--- src/rtl/vlc_tx_pkg.sv ---
// Shared encodings for the VLC frame transmitter: FSM states, framing bytes,
// modulation selectors and the chip-level helper used by the symbol modulator.
package vlc_tx_pkg;

    localparam logic [2:0] ST_IDLE = 3'd0;
    localparam logic [2:0] ST_PRE  = 3'd1;
    localparam logic [2:0] ST_SFD  = 3'd2;
    localparam logic [2:0] ST_LEN  = 3'd3;
    localparam logic [2:0] ST_PAY  = 3'd4;
    localparam logic [2:0] ST_GAP  = 3'd5;

    typedef enum logic [2:0] {
        S_IDLE = ST_IDLE,
        S_PRE  = ST_PRE,
        S_SFD  = ST_SFD,
        S_LEN  = ST_LEN,
        S_PAY  = ST_PAY,
        S_GAP  = ST_GAP
    } state_t;

    localparam logic [7:0] SFD_BYTE = 8'hA7;
    localparam logic [7:0] PRE_BYTE = 8'hAA;

    localparam logic MODE_OOK = 1'b0;
    localparam logic MODE_MAN = 1'b1;

    // Manchester inverts the bit in the second half; OOK repeats it.
    function automatic logic chip_val(input logic b, input logic mode, input logic half);
        return (mode == MODE_MAN && half) ? ~b : b;
    endfunction

endpackage

--- src/rtl/vlc_tx_symbol_mod.sv ---
// Serialises one byte LSB first into OOK or Manchester chips on the DAC code,
// flagging the last clock of the byte so the caller can load the next one seamlessly.
module vlc_tx_symbol_mod
    import vlc_tx_pkg::*;
#(
    parameter int WIDTH   = 10,
    parameter int CLK_DIV = 4,
    parameter int HI_LVL  = 1023,
    parameter int LO_LVL  = 0
) (
    input  logic             clk,
    input  logic             reset,
    input  logic             load,
    input  logic             stop,
    input  logic [7:0]       data,
    input  logic             mode,
    output logic [WIDTH-1:0] tx_out,
    output logic             byte_done
);

    localparam int HALF_W = (CLK_DIV > 1) ? $clog2(CLK_DIV) : 1;

    logic [HALF_W-1:0] half_cnt;
    logic [3:0]        bit_cnt;
    logic [7:0]        shreg;
    logic              mode_q;
    logic              running;
    logic              half_last;
    logic [3:0]        nxt;

    function automatic logic [WIDTH-1:0] chip_level(input logic c);
        return c ? WIDTH'(HI_LVL) : WIDTH'(LO_LVL);
    endfunction

    assign half_last = (half_cnt == HALF_W'(CLK_DIV - 1));
    assign byte_done = running && half_last && (bit_cnt == 4'd15);
    // bit_cnt indexes half-bits: [3:1] selects the data bit, [0] the half.
    assign nxt       = bit_cnt + 4'd1;

    always_ff @(posedge clk) begin
        if (reset) begin
            running  <= 1'b0;
            half_cnt <= '0;
            bit_cnt  <= '0;
            tx_out   <= WIDTH'(LO_LVL);
        end else if (load) begin
            running  <= 1'b1;
            half_cnt <= '0;
            bit_cnt  <= '0;
            shreg    <= data;
            mode_q   <= mode;
            tx_out   <= chip_level(chip_val(data[0], mode, 1'b0));
        end else if (stop || !running) begin
            running  <= 1'b0;
            half_cnt <= '0;
            bit_cnt  <= '0;
            tx_out   <= WIDTH'(LO_LVL);
        end else if (half_last) begin
            half_cnt <= '0;
            bit_cnt  <= nxt;
            tx_out   <= chip_level(chip_val(shreg[nxt[3:1]], mode_q, nxt[0]));
        end else begin
            half_cnt <= half_cnt + HALF_W'(1);
        end
    end

endmodule

--- src/rtl/vlc_tx_frame_gen.sv ---
// VLC frame transmitter: preamble, SFD, length byte and RAM payload, followed by an
// idle gap; single-shot or continuous, OOK or Manchester, driving a DAC code.
module vlc_tx_frame_gen
    import vlc_tx_pkg::*;
#(
    parameter int WIDTH     = 10,
    parameter int CLK_DIV   = 4,
    parameter int PRE_BYTES = 4,
    parameter int ADDR_W    = 6,
    parameter int GAP_CYC   = 1000,
    parameter int HI_LVL    = 1023,
    parameter int LO_LVL    = 0
) (
    input  logic              clk,
    input  logic              reset,
    input  logic              i_start,
    input  logic              i_loop,
    input  logic              i_mode,
    input  logic [ADDR_W:0]   i_len,
    output logic [ADDR_W-1:0] o_rd_addr,
    input  logic [7:0]        i_rd_data,
    output logic [WIDTH-1:0]  o_tx_out,
    output logic              o_clk,
    output logic              o_tx_sfd,
    output logic              o_tx_ind,
    output logic              o_busy
);

    localparam int MAX_LEN = 2 ** ADDR_W;
    localparam int LEN_W   = ADDR_W + 1;
    localparam int GAP_W   = $clog2(GAP_CYC + 1);

    state_t           state;
    logic [LEN_W-1:0] len_q;
    logic [LEN_W-1:0] len_in;
    logic [LEN_W-1:0] byte_cnt;
    logic [GAP_W-1:0] gap_cnt;
    logic             mode_q;
    logic             loop_q;

    logic             byte_done;
    logic             sym_load;
    logic             sym_stop;
    logic             sym_mode;
    logic [7:0]       sym_data;

    logic             pre_last;
    logic             pay_last;
    logic             addr_more;
    logic             gap_last;
    logic             restart;
    logic             enter_gap;

    assign o_clk     = ~clk;
    assign len_in    = (i_len > LEN_W'(MAX_LEN)) ? LEN_W'(MAX_LEN) : i_len;
    assign pre_last  = (byte_cnt == LEN_W'(PRE_BYTES - 1));
    assign pay_last  = (byte_cnt == len_q - LEN_W'(1));
    // Advance the RAM address only while a further byte remains to be fetched.
    assign addr_more = (LEN_W'(o_rd_addr) + LEN_W'(1)) < len_q;
    assign gap_last  = (gap_cnt == GAP_W'(GAP_CYC - 1));
    // Continuing needs both the frame's latched loop flag and a still-asserted i_loop.
    assign restart   = (state == S_GAP) && gap_last && loop_q && i_loop;
    assign enter_gap = byte_done && (((state == S_LEN) && (len_q == '0)) ||
                                     ((state == S_PAY) && pay_last));

    always_comb begin
        sym_load = 1'b0;
        sym_stop = 1'b0;
        sym_data = PRE_BYTE;
        sym_mode = mode_q;
        case (state)
            S_IDLE: begin
                sym_load = i_start;
                sym_mode = i_mode;
            end
            S_PRE: begin
                sym_load = byte_done;
                sym_data = pre_last ? SFD_BYTE : PRE_BYTE;
            end
            S_SFD: begin
                sym_load = byte_done;
                sym_data = 8'(len_q);
            end
            S_LEN, S_PAY: begin
                sym_stop = enter_gap;
                sym_load = byte_done && !enter_gap;
                sym_data = i_rd_data;
            end
            S_GAP: begin
                sym_load = restart;
                sym_mode = i_mode;
            end
            default: ;
        endcase
    end

    vlc_tx_symbol_mod #(
        .WIDTH   (WIDTH),
        .CLK_DIV (CLK_DIV),
        .HI_LVL  (HI_LVL),
        .LO_LVL  (LO_LVL)
    ) u_sym (
        .clk       (clk),
        .reset     (reset),
        .load      (sym_load),
        .stop      (sym_stop),
        .data      (sym_data),
        .mode      (sym_mode),
        .tx_out    (o_tx_out),
        .byte_done (byte_done)
    );

    always_ff @(posedge clk) begin
        if (reset) begin
            state     <= S_IDLE;
            o_busy    <= 1'b0;
            o_tx_sfd  <= 1'b0;
            o_tx_ind  <= 1'b0;
            o_rd_addr <= '0;
            byte_cnt  <= '0;
            gap_cnt   <= '0;
            loop_q    <= 1'b0;
        end else begin
            o_tx_ind <= 1'b0;
            if (enter_gap) begin
                state    <= S_GAP;
                o_tx_sfd <= 1'b0;
                gap_cnt  <= '0;
                o_tx_ind <= (GAP_CYC == 1);
            end else begin
                case (state)
                    S_IDLE: if (i_start) begin
                        state    <= S_PRE;
                        o_busy   <= 1'b1;
                        mode_q   <= i_mode;
                        len_q    <= len_in;
                        loop_q   <= i_loop;
                        byte_cnt <= '0;
                    end
                    S_PRE: if (byte_done) begin
                        if (pre_last) state <= S_SFD;
                        else          byte_cnt <= byte_cnt + LEN_W'(1);
                    end
                    S_SFD: if (byte_done) begin
                        state     <= S_LEN;
                        o_tx_sfd  <= 1'b1;
                        o_rd_addr <= '0;
                    end
                    S_LEN: if (byte_done) begin
                        state    <= S_PAY;
                        byte_cnt <= '0;
                        if (addr_more) o_rd_addr <= o_rd_addr + ADDR_W'(1);
                    end
                    S_PAY: if (byte_done) begin
                        byte_cnt <= byte_cnt + LEN_W'(1);
                        if (addr_more) o_rd_addr <= o_rd_addr + ADDR_W'(1);
                    end
                    S_GAP: begin
                        if (gap_last) begin
                            if (restart) begin
                                state    <= S_PRE;
                                mode_q   <= i_mode;
                                len_q    <= len_in;
                                loop_q   <= i_loop;
                                byte_cnt <= '0;
                            end else begin
                                state  <= S_IDLE;
                                o_busy <= 1'b0;
                            end
                        end else begin
                            gap_cnt  <= gap_cnt + GAP_W'(1);
                            o_tx_ind <= ((gap_cnt + GAP_W'(1)) == GAP_W'(GAP_CYC - 1));
                        end
                    end
                    default: state <= S_IDLE;
                endcase
            end
        end
    end

endmodule

--- config.mk ---
export PLATFORM = sky130hd
export DESIGN_NAME = vlc_tx_frame_gen
export DESIGN_NICKNAME = d
export VERILOG_FILES = /design/src/rtl/vlc_tx_pkg.sv /design/src/rtl/vlc_tx_symbol_mod.sv /design/src/rtl/vlc_tx_frame_gen.sv
export SDC_FILE = /design/constraint.sdc
export NUM_CORES = 1
export LEC_CHECK = 0
export CAP_MARGIN = 10
export CORE_UTILIZATION = 52
export DETAILED_ROUTE_END_ITERATION = 7
export HOLD_SLACK_MARGIN = 0.15
export PLACE_DENSITY = 0.83
export SLEW_MARGIN = 5
export SYNTH_ARGS = -nofsm -noshare
export SYNTH_HDL_FRONTEND = slang
export SYNTH_HIERARCHICAL = 1
export SYNTH_SLANG_ARGS = --single-unit
export TNS_END_PERCENT = 30
--- constraint.sdc ---
create_clock -name clk -period 4.2 [get_ports clk]
set_clock_uncertainty 0.15 [all_clocks]
set_input_delay 1.26 -clock clk [delete_from_list [all_inputs] [get_ports clk]]
set_output_delay 1.26 -clock clk [all_outputs]
set_load 0.005 [all_outputs]
# Word level (Yosys, flattened, before mapping)
# Index checks and enable logic that the tools add are counted.
[word_totals]
ff_bits = 64
input_bits = 20
out_inout_bits = 20
elab_cells = 155
[op_classes]
add_sub_neg = 7
n_lt_le_gt_ge = 3
eq_ne = 30
mux = 53
bitwise_logic = 7
reduce_logical = 38
[ops]
columns = ["operator", "n"]
rows = [
  ["$mux 7", 11],
  ["$mux 10", 5],
  ["$pmux 7 s5", 1],
  ["$pmux 8 s3", 1],
  ["$ne 2x2->1 const B", 11],
  ["$mux 3", 7],
  ["$eq 10x10->1 const B", 2],
  ["$mux 6", 3],
  ["$ne 3x3->1 const B", 6],
  ["$pmux 3 s6", 1],
  ["$mux 1", 16],
  ["$reduce_and 5->1", 3],
  ["$pmux 7 s2", 1],
  ["$reduce_and 7->1", 2],
  ["$pmux 6 s2", 1],
  ["$add 10x1->10 const B", 1],
  ["$logic_and 1x1->1", 10],
  ["$reduce_and 9->1", 1],
  ["$reduce_or 2->1", 4],
  ["$reduce_or 4->1", 2],
  ["$add 6x1->7 const B", 1],
  ["$add 7x1->7 const B", 1],
  ["$eq 7x2->1 const B", 1],
  ["$eq 7x7->1", 1],
  ["28 further kinds", 45],
]

# Longest topological paths before layout
# Gate-level depths: netlist of the first run.
[depth]
word_depth = 9
ltp_mapped = 12
ltp_nobuf = 12

# By module
# The synthesis of the first run kept the hierarchy.
[by_module_without_submodules]
columns = ["mod", "n_inst", "cells_each", "area_per_inst_um2", "seq_area_each_um2"]
rows = [
  ["vlc_tx_frame_gen", 1, 320, 2613.8, 840.8],
  ["vlc_tx_symbol_mod", 1, 59, 758.2, 430.4],
]

==> summary.md, run 1 <==
| Metric | Value |
|---|---|
| Status | `finished clean` |
| Skew-Pair Late Insertion Delay | `340 ps` |
| Power Total | `972 uW` |
| Pins Over Slew Limit | `0` |
| Initial antenna violation count | `0` |
| Final setup viols | `0` |
| Lkg Pwr | `1.36 nW` |
| Max Cap Viol | `0` |
| Ys Warns | `6` |
| Fin Setup TNS | `0 ps` |
| Sequential area share after synthesis | `37.7%` |
| Clock transition at path regs | `90 ps` |
| DRC Markers | `0` |
| Clock Tree Root | `clkbuf_8` |
| Area of the multi-input gates | `about 1900 sq um` |
| Global placer's final weighted congestion | `between 0.9 and 1` |
| Number of diodes | `0` |
| Peak VDD IR | `0.190 mV` |
| Via count | `2925` |
| First-pass GRT wire length | `about 13 mm` |
| Syn Nets | `just over 400` |
| Hold_buf cts | `0` |
| I/O Pins | `40` |
| Crit Path Class | `clock port to primary output` |
| Hold Crit Class | `register to register` |
| CTS tree | `done` |
| Mapped cell area | `3370 sq um` |
| Slowest cell delay on critical path | `220 ps` |
| Total CTS buffers | `5` |
| Core region area | `6100 sq um` |
| FP Rows | `28` |
| Register area | `1270 sq um` |
| Routed wire length | `between 7 and 8 mm` |
| Hold Fails Final Rpt | `0` |
| Setup crit end kind | `primary output` |
| Setup crit start kind | `clock port` |
| Met2 Usage GRT | `42.7%` |
| Count of input and output buffers | `39` |
| Synth area leader | `dfxtp_1` |
| Most frequent cells in the layout | `42 x nor2_1, 38 x dfxtp_1, 38 x clkdlybuf4s50_1` |
| GRT Total Usage | `between 20% and 30%` |
| Worst-path cell chain | `clkbuf_16, inv_1, dlygate4sd2_1` |
| Nets | `435` |
| Synth unique cells | `around 60` |
| Pin count of the biggest net entering global routing | `23` |
| Slew @ Worst Pin | `907 ps` |
| RSZ-0062 raised after global routing | `false` |
| Fraction of layout cells with a size suffix above 1 | `5.71%` |
| Clock Tree Buf Depth | `2` |
| CTS H-tree depth | `2` |
| Met3 GRT Util | `2.64%` |
| Area contributors post-synth | `dfxtp_1 23%, edfxtp_1 15%, ha_1 4.8%` |
| 1st-iter DRT viols | `336` |
| Post-synth EDFFs | `17` |
| Vias per cell | `6.12` |
| Die width | `about 83 um` |
| Fillcell total | `about 530` |
| Die area | `6810 sq um` |
| Commonest non-fill, non-tap cell in the layout | `nor2_1` |
| Critical-path top delay cell | `dlygate4sd2_1` |
| Power Density | `255 nW/um^2` |
| Syn avg cell area | `8.90 sq um` |
| Vias in the first global route | `between 2000 and 3000` |
| Async SR Flop Fraction | `0%` |
| Wirelength per Cell | `16.0 um` |
| Initial Util | `55.3%` |
| Ys flop type | `dfxtp_1` |
| DR pass1 iterations | `6` |
| Cells after Synth | `approximately 380` |
| Dpl hpwl | `around 5.6 mm` |
| Post-synthesis register bit count | `55` |
| Height of the die | `~83 um` |
| Data arrival, critical path | `2530 ps` |
| Area share of the largest cell type after synthesis | `between 20% and 30%` |
| GRT busiest layer | `met2` |
| Worst path required time | `2790 ps` |
| Final antenna-violating net count | `0` |
| Relative slew slack | `39.2%` |
| Crit path max fanout | `17` |
| Area grow syn2layout | `13.3%` |
| GRT overflow | `0` |
| Met1 usage | `33.9%` |
## registers in the layout (all words and copies together) (netlist names)
| name | count |
|---|---|
| u_sym/shreg | 8 |
| u_sym/tx_out | 1 |
| state | 3 |
| u_sym/half_cnt | 2 |
| o_tx_sfd | 1 |
| u_sym/mode_q | 1 |
| mode_q | 1 |
| loop_q | 1 |
| byte_cnt | 7 |
| gap_cnt | 10 |
| u_sym/bit_cnt | 4 |
| u_sym/running | 1 |
| len_q | 7 |
| o_tx_ind | 1 |
| o_busy | 1 |
| o_rd_addr | 6 |
## where the power goes
group | internal, mW | switching (mW) | total (mW)
sequential | 0.559 | 0.0102 | 0.569
clock | 0.127 | 0.171 | 0.298
combinational | 0.0480 | 0.0578 | 0.106
total | 0.734 | 0.239 | 0.972
## critical path, delay by kind of cell
kind / cells / cell delay [ps]
buffers and inverters: 3 / 420
## metal layers
layer / part of all wire (%) / wire, um
met1: 44 / 3340
met5: 0 / 0
met2: 47 / 3570
met4: 2.6 / 200
met3: 7.1 / 546
## layout make-up
cell class / instances / share of cell area [%]
sequential: 55 / 33.3
inverter: 13 / 1.28
multi-input combinational: 282 / 49.5
clock buffer: 7 / 2.16
tap: 75 / 2.46
timing repair buffer: 44 / 11.1
clock inverter: 2 / 0.197
## synth_stat cells (3+ instances only)
cell / instances
buf_4: 11
a31oi_1: 5
o31ai_1: 5
xnor2_1: 12
mux2i_1: 9
nor2_1: 42
a21oi_1: 18
or3_1: 4
ha_1: 13
dfxtp_1: 38
a22oi_1: 5
o21ai_0: 10
o22ai_1: 4
nand3b_1: 4
inv_1: 14
nand4_1: 6
nor3_1: 7
edfxtp_1: 17
or4_1: 9
xor2_1: 16
a211oi_1: 3
nor4_1: 3
clkbuf_1: 12
and4_1: 3
o211ai_1: 3
nand2b_1: 11
nand2_1: 29
nor2b_1: 8
nand3_1: 12
and3_1: 7
buf_2: 3
## final timing paths
kind / from / to / slack (ps) / cells after the start
setup / recovery: clk / o_clk / 260 / 3
hold / removal: u_sym/half_cnt[0] / u_sym/half_cnt[0] / 290 / 1
setup reg to reg: len_q[1] / u_sym/half_cnt[1] / 590 / 11
hold reg to reg: u_sym/half_cnt[0] / u_sym/half_cnt[0] / 290 / 1
## what timing repair did
item                                    CTS  global route
endpoints found under the setup margin    1             0
setup buffers                             0             0
resized for setup                         2             0
## per-stage QoR
stage	hold slack [ps]	area (sq um)	setup WS [ps]	std cells	util, %
2_1_floorplan	254	3370	647	379	-
3_3_place_gp	266	3740	185	471	61.4
3_5_place_dp	281	3740	185	471	61.4
4_1_cts	294	3820	260	478	62.7
5_1_grt	317	3820	226	478	62.7
6_report	293	3820	263	478	62.7
## cell families after synthesis
family | count (synthesis) | synth area share (%)
AO/OA/AOI/OAI | 71 | 14.3
multiplexers | 12 | 4.56
buffers and inverters | 42 | 6.23
AND/OR/NAND/NOR | 158 | 25.1
XOR/XNOR | 28 | 7.27
flip-flops | 55 | 37.7
adder cells (fa/ha/maj) | 13 | 4.82
No activity file was read; power rests on OpenSTA's default activity.
==> run 2: changes to the inputs <==
--- a/config.mk
+++ b/config.mk
@@ -7,6 +7,7 @@
 export LEC_CHECK = 0
 export CAP_MARGIN = 10
 export CORE_UTILIZATION = 52
+export CTS_CLUSTER_SIZE = 12
 export DETAILED_ROUTE_END_ITERATION = 7
 export HOLD_SLACK_MARGIN = 0.15
 export PLACE_DENSITY = 0.83
==> results of run 2 <==
The final DEF is identical to that of run 1; final timing and power are the same.
==> run 3: changes to the inputs <==
--- a/config.mk
+++ b/config.mk
@@ -10,7 +10,8 @@
 export CTS_CLUSTER_SIZE = 12
 export DETAILED_ROUTE_END_ITERATION = 7
 export HOLD_SLACK_MARGIN = 0.15
-export PLACE_DENSITY = 0.83
+export PLACE_DENSITY = 0.72
+export SKIP_LAST_GASP = 1
 export SLEW_MARGIN = 5
 export SYNTH_ARGS = -nofsm -noshare
 export SYNTH_HDL_FRONTEND = slang
==> constraint.sdc (replaced) <==
create_clock -name clk -period 4 [get_ports clk]
set_clock_uncertainty 0.15 [all_clocks]
set_input_delay 1.2 -clock clk [delete_from_list [all_inputs] [get_ports clk]]
set_output_delay 1.2 -clock clk [all_outputs]
set_load 0.005 [all_outputs]
==> run 3 against run 2 <==
Compared with the run above:
- combinational power about the same
- cell count did not move
- sequential power increased by 5.6%
- non-clock buffer count stayed put
- critical path type unchanged
- highest routed layer unchanged
==> summary.md, run 3 (synthesized netlist as in run 1, its figures left out) <==
| Metric | Value |
|---|---|
| Status | `finished clean` |
| Power Density | `266 nW/um^2` |
| First-pass GRT wire length | `11.6 mm` |
| Commonest non-fill, non-tap cell in the layout | `nor2_1` |
| Dpl hpwl | `roughly 5.5 mm` |
| Final setup viols | `0` |
| Non-Filler Instances | `approximately 480` |
| Most frequent cells in the layout | `42 x nor2_1, 38 x dfxtp_1, 38 x clkdlybuf4s50_1` |
| Lkg Pwr | `roughly 1.4 nW` |
| Via count | `around 2800` |
| I/O Pins | `40` |
| Slew @ Worst Pin | `927 ps` |
| Biggest regs | `gap_cnt: 10 flops, u_sym/shreg: 8 flops` |
| Clock transition at path regs | `approximately 90 ps` |
| Wirelength per Cell | `15.3 um` |
| Relative slew slack | `38.0%` |
| Fillcell total | `about 530` |
| Number of flip-flops in the largest register | `10` |
| Die width | `82.5 um` |
| Worst path required time | `2650 ps` |
| Pin count of the biggest net entering global routing | `22` |
| Placed insts | `471` |
| Worst path bufs/invs | `3` |
| Final antenna-violating net count | `0` |
| Initial antenna violation count | `0` |
| Area grow syn2layout | `13.3%` |
| FP Rows | `28` |
| Worst-path cell chain | `clkbuf_16, inv_1, dlygate4sd2_1` |
| Hold Crit Class | `register to register` |
| Critical-path top delay cell | `dlygate4sd2_1` |
| Height of the die | `82.5 um` |
| CTS H-tree depth | `2` |
| Initial Util | `55.3%` |
| DRC Markers | `0` |
| Register area | `1270 sq um` |
| Setup crit start kind | `clock port` |
| Total CTS buffers | `5` |
| Fraction of layout cells with a size suffix above 1 | `5.71%` |
| Clock Tree Buf Depth | `2` |
| Slowest cell delay on critical path | `between 200 and 250 ps` |
| DR pass1 iterations | `4` |
| Routed wire length | `7.32 mm` |
| Core region area | `6100 sq um` |
| CTS tree | `done` |
| Nets | `435` |
| Crit path max-delay family | `buffers and inverters` |
| Count of input and output buffers | `39` |
| Clock Tree Root | `clkbuf_8` |
| Vias in the first global route | `~2500` |
| Setup crit end kind | `primary output` |
| Die area | `6810 sq um` |
| Global placer's final weighted congestion | `~0.9` |
| Post-CTS setup buffers | `0` |
| Largest reg by FF count | `gap_cnt` |
| Max Cap Viol | `0` |
| Number of diodes | `0` |
| Area of the multi-input gates | `between 1500 and 2000 sq um` |
| Vias per cell | `5.94` |
| Fin Setup TNS | `0 ps` |
| GRT overflow | `0` |
| Crit path max fanout | `18` |
| 1st-iter DRT viols | `193` |
| R2R Setup Slk | `between 500 and 600 ps` |
| Skew-Pair Late Insertion Delay | `330 ps` |
| Hold Fails Final Rpt | `0` |
| RSZ-0062 raised after global routing | `false` |
| Data arrival, critical path | `2430 ps` |
| Pins Over Slew Limit | `0` |
| GRT Total Usage | `between 20% and 30%` |
| Crit Path Class | `clock port to primary output` |
| Peak VDD IR | `between 0.2 and 0.25 mV` |
-- run 3: cell counts in the layout (fill, tap and decap cells not counted) --
Identical to the previous run, type by type.
-- run 3: power breakdown --
group          switching (mW)  internal, mW
Combinational          0.0549        0.0494
Sequential             0.0142         0.587
Clock                   0.176         0.133
-- run 3: area by class of cell --
| cell class | instances | area share [%] |
|---|---|---|
| Sequential cell | 55 | 33.3 |
| Clock inverter | 2 | 0.197 |
| Clock buffer | 7 | 2.16 |
| Timing Repair Buffer | 44 | 11.1 |
| Tap cell | 75 | 2.46 |
| Inverter | 13 | 1.28 |
| Multi-Input combinational cell | 282 | 49.5 |
-- run 3: path summary, 6_finish.rpt --
check	from	end	cells past startpoint
setup / recovery	clk	o_clk	3
hold / removal	gap_cnt[5]	gap_cnt[7]	3
setup reg to reg	len_q[1]	u_sym/half_cnt[1]	11
hold reg to reg	gap_cnt[5]	gap_cnt[7]	3
-- run 3: through the flow --
stage / area [sq um] / setup slack, ps / hold slack [ps] / utilization, % / power [mW]
6_report: 3820 / 217 / 278 / 62.7 / 1.01
5_1_grt: 3820 / 185 / 291 / 62.7 / 1.06
4_1_cts: 3820 / 211 / 279 / 62.7 / 1.02
3_5_place_dp: 3740 / 145 / 276 / 61.4 / 0.741
3_3_place_gp: 3740 / 145 / 265 / 61.4 / 0.739
2_1_floorplan: 3370 / 607 / 254 / - / 0.679
-- run 3: worst register-to-register path, cell delays in order, from the launching register on --
cell,delay [ps]
edfxtp_1,480
inv_1,140
ha_1,230
or3b_1,420
or3_1,420
a221oi_2,350
and3_2,240
o21bai_1,70
a21bo_2,250
nor2_1,150
nand3b_1,240
nor3b_1,240
-- run 3: routing by layer --
layer / vias up / routed length [um] / GRT usage, %
met5: - / 0 / 0
met4: 0 / 90 / 4.83
met3: 10 / 385 / 1.76
met2: 93 / 3520 / 40.7
met1: 1332 / 3330 / 30.8
li1: 1404 / - / -
-- run 3: timing repair --
action                     CTS  global route
resized for setup            2             0
setup endpoints to repair    1             0
hold endpoints to repair     0             0
hold buffers                 0             0
